**src/rtl/addr8s_golden_cmp.sv**
```systemverilog
// addr8s_golden_cmp
// Combinational golden model for a WIDTH-bit signed adder: sign-extends both
// operands to WIDTH+1 bits, adds them (exact, cannot overflow), and compares
// the result against the adder-under-test output.
//   op_a, op_b : signed operands
//   dut_sum    : adder output O[WIDTH:0]
//   diff       : golden XOR dut_sum, one bit per erroneous position
//   mismatch   : any bit of diff set
module addr8s_golden_cmp #(
    parameter int WIDTH = 8
) (
    input  logic [WIDTH-1:0] op_a,
    input  logic [WIDTH-1:0] op_b,
    input  logic [WIDTH:0]   dut_sum,
    output logic [WIDTH:0]   diff,
    output logic             mismatch
);

    logic [WIDTH:0] golden;

    assign golden = {op_a[WIDTH-1], op_a} + {op_b[WIDTH-1], op_b};

    for (genvar gi = 0; gi <= WIDTH; gi++) begin : g_diff
        assign diff[gi] = golden[gi] ^ dut_sum[gi];
    end

    assign mismatch = |diff;

endmodule

```
**config.mk**
```make
export PLATFORM = sky130hd
export DESIGN_NAME = addr8s_golden_cmp
export DESIGN_NICKNAME = d
export VERILOG_FILES = /design/src/rtl/addr8s_golden_cmp.sv
export SDC_FILE = /design/constraint.sdc
export NUM_CORES = 1
export LEC_CHECK = 0
export ABC_CLOCK_PERIOD_IN_PS = 7250
export CORE_AREA = 2 2 39 41
export DETAILED_ROUTE_END_ITERATION = 8
export DIE_AREA = 0 0 41 43
export MAX_ROUTING_LAYER = met4
export PLACE_DENSITY_LB_ADDON = 0.15
export SLEW_MARGIN = 30
export SYNTH_ARGS = -nofsm -noshare
export SYNTH_HDL_FRONTEND = slang
export SYNTH_SLANG_ARGS = --single-unit
```
**constraint.sdc**
```tcl
create_clock -name vclk -period 7.25
set_input_delay 1.45 -clock vclk [all_inputs]
set_output_delay 1.45 -clock vclk [all_outputs]
set_load 0.03 [all_outputs]
```
==> impl_metrics.toml <==
[die]
fp-row-count = 14
coreArea_um2 = 1380
die_y_um = 43
io_pins = 35
die_area_um2 = 1760
start_util = 0.337
dieWidth_um = 41

[finish]
register_area_um2 = 0
final_cell_mix = "35 x clkdlybuf4s50_1, 11 x xnor2_1, 8 x ha_1, 7 x a21oi_1, 5 x inv_1"
final_nets = 132
num_antenna_cells = 0
final_common_cell = "clkdlybuf4s50_1"
fin_util = 0.605
area_delta_synth_final_pct = 79.4
nClkBuffers = 0
seq_cells = 0
drive_gt1_frac = 0.0208

[sta]
finalSetupViolCount = 0
max_freq_ghz = 0.177
setup_tns_ns = 0
finalHoldViolations = 0
fin_crit_sh = 0.781
slew_violations = 0
fin_crit_ns = 5.66
worstMarginPinSlew_ns = 0.367
max_slew_margin = 0.753
rsz0062_at_grt = "no"

[routing]
dr.pass1.iters = 4
route.detailed.drc = 0
wl_met3_um = 84
top_layer = "met3"
vias = 567
ant_nets = 0
drt_iter0_drc = 8
vias_per_cell = 5.06
wirelength_mm = 1.22
wl_met2_um = 672
routedWlPerCell_um = 10.9
wl_met1_um = 466

[global_route]
antenna_found_initial = 0
grt_max_degree = 7
grt.overflow.total = 0
grt_pass1_vias = 549
grt_pass1_wl_mm = 2.01
grt_util_all_layers = 0.156

[critical_path]
critPathMaxFanout = 3
worstSetupStartpointType = "input port"
path_class = "input port to output pin"
worstSetupEndpointType = "output pin"
arrival_ns = 4.21
worstPathRequired_ns = 5.80

[clock_network]
cts_hold_buf = 0
post_cts.repair.setup_buffers = 0
post_cts_resized = 0

[synthesis]
yosys_warnings = 0
syn_area_um2 = 467
synth_fp_nets = 95
syn_inst = 61
synth.avg_cell_area_um2 = 7.65
synth_cell_types = 25
ys_seq_area_frac = 0

[power_and_ir_drop]
ir_worst_vdd_v = 0.0000513
internal_power_mw = 0.0526
power_mw = 0.106
combPwrFrac = 1.000
p_sw_mw = 0.0530
p_seq_frac = 0
powerDensity_nw_per_um2 = 126
p_leak_nw = 0.326
power.share.clock = 0
swShare = 0.502

[run]
maxCapViolCount = 0

[run_status]
outcome = "finished, final reports clean"

[placed_design]
hpwl_mm = 1.12
place.gp.congestion = 0.702
numPortBuffers = 35

[min_path]
hold_path_depth = 3
hold_path_class = "input port to output pin"
==> final cells by class <==
cell class	count	area, um2
well taps	16	20.0
fillers	146	547
inverters	5	18.8
repair buffers	35	350
multi-input cells	56	448
==> per-layer routing <==
metal | track usage | vias to the layer above
met2 | 0.313 | 24
met1 | 0.165 | 249
met4 | 0 | 0
met3 | 0 | 0
li1 | - | 294
met5 | - | -
==> cells in the mapped netlist <==
cell	number	area (um2)
and3_4	1	11.3
nor3b_1	2	15.0
o21ai_1	1	5.00
a31oi_2	1	12.5
nor4_1	2	12.5
a211oi_1	1	7.51
a21oi_1	7	35.0
fa_1	1	20.0
nand4_1	1	6.26
o21ai_0	2	10.0
xor2_1	2	17.5
nand2_1	2	7.51
nor3_1	1	5.00
nor2_1	3	11.3
inv_1	5	18.8
or2_1	2	12.5
xnor2_1	11	96.3
ha_1	8	100
nand4bb_1	1	11.3
o31a_1	1	8.76
nand3_1	2	10.0
nand2b_1	1	6.26
or4b_1	1	10.0
a211o_1	1	8.76
a21o_1	1	7.51
==> final timing paths <==
check	startpoint	end	slack, ns
worst min-delay path	dut_sum[0]	diff[0]	4.04
worst max-delay path	op_a[0]	mismatch	1.59
==> critical path, stage by stage <==
cell and delay (ns):
clkdlybuf4s50_1 0.46, ha_1 0.20, inv_1 0.07, fa_1 0.39
nand2b_1 0.18, a211o_1 0.30, and3_4 0.19, nor4_1 0.25
nand4bb_1 0.12, clkdlybuf4s50_1 0.60
==> power by group through the flow <==
stage                     sequential, mW  combinational, mW  clock (mW)
after floorplan                        0             0.0637           0
after global placement                 0              0.105           0
after detailed placement               0              0.106           0
after CTS                              0              0.107           0
after global routing                   0              0.114           0
final                                  0              0.106           0
==> kinds of logic (layout without fill, tap and decap cells) <==
logic type	count (synthesis)	in the layout	share of synthesized area
xor+xnor	13	13	0.244
buf+inv	5	40	0.0402
fa+ha+maj	9	9	0.257
simple gates	19	19	0.255
compound gates	15	15	0.204
==> through the flow <==
| step | instance area, um2 | hold WS [ns] | std cells | worst slack (ns) |
|---|---|---|---|---|
| after detailed placement | 837 | 4.05 | 112 | 1.57 |
| after global placement | 837 | 4.03 | 112 | 1.60 |
| after CTS | 837 | 4.05 | 112 | 1.56 |
| after floorplan | 467 | 3.08 | 61 | 2.38 |
| after global routing | 837 | 4.07 | 112 | 1.44 |
| final | 837 | 4.04 | 112 | 1.59 |
No activity file was read; power rests on OpenSTA's default activity.
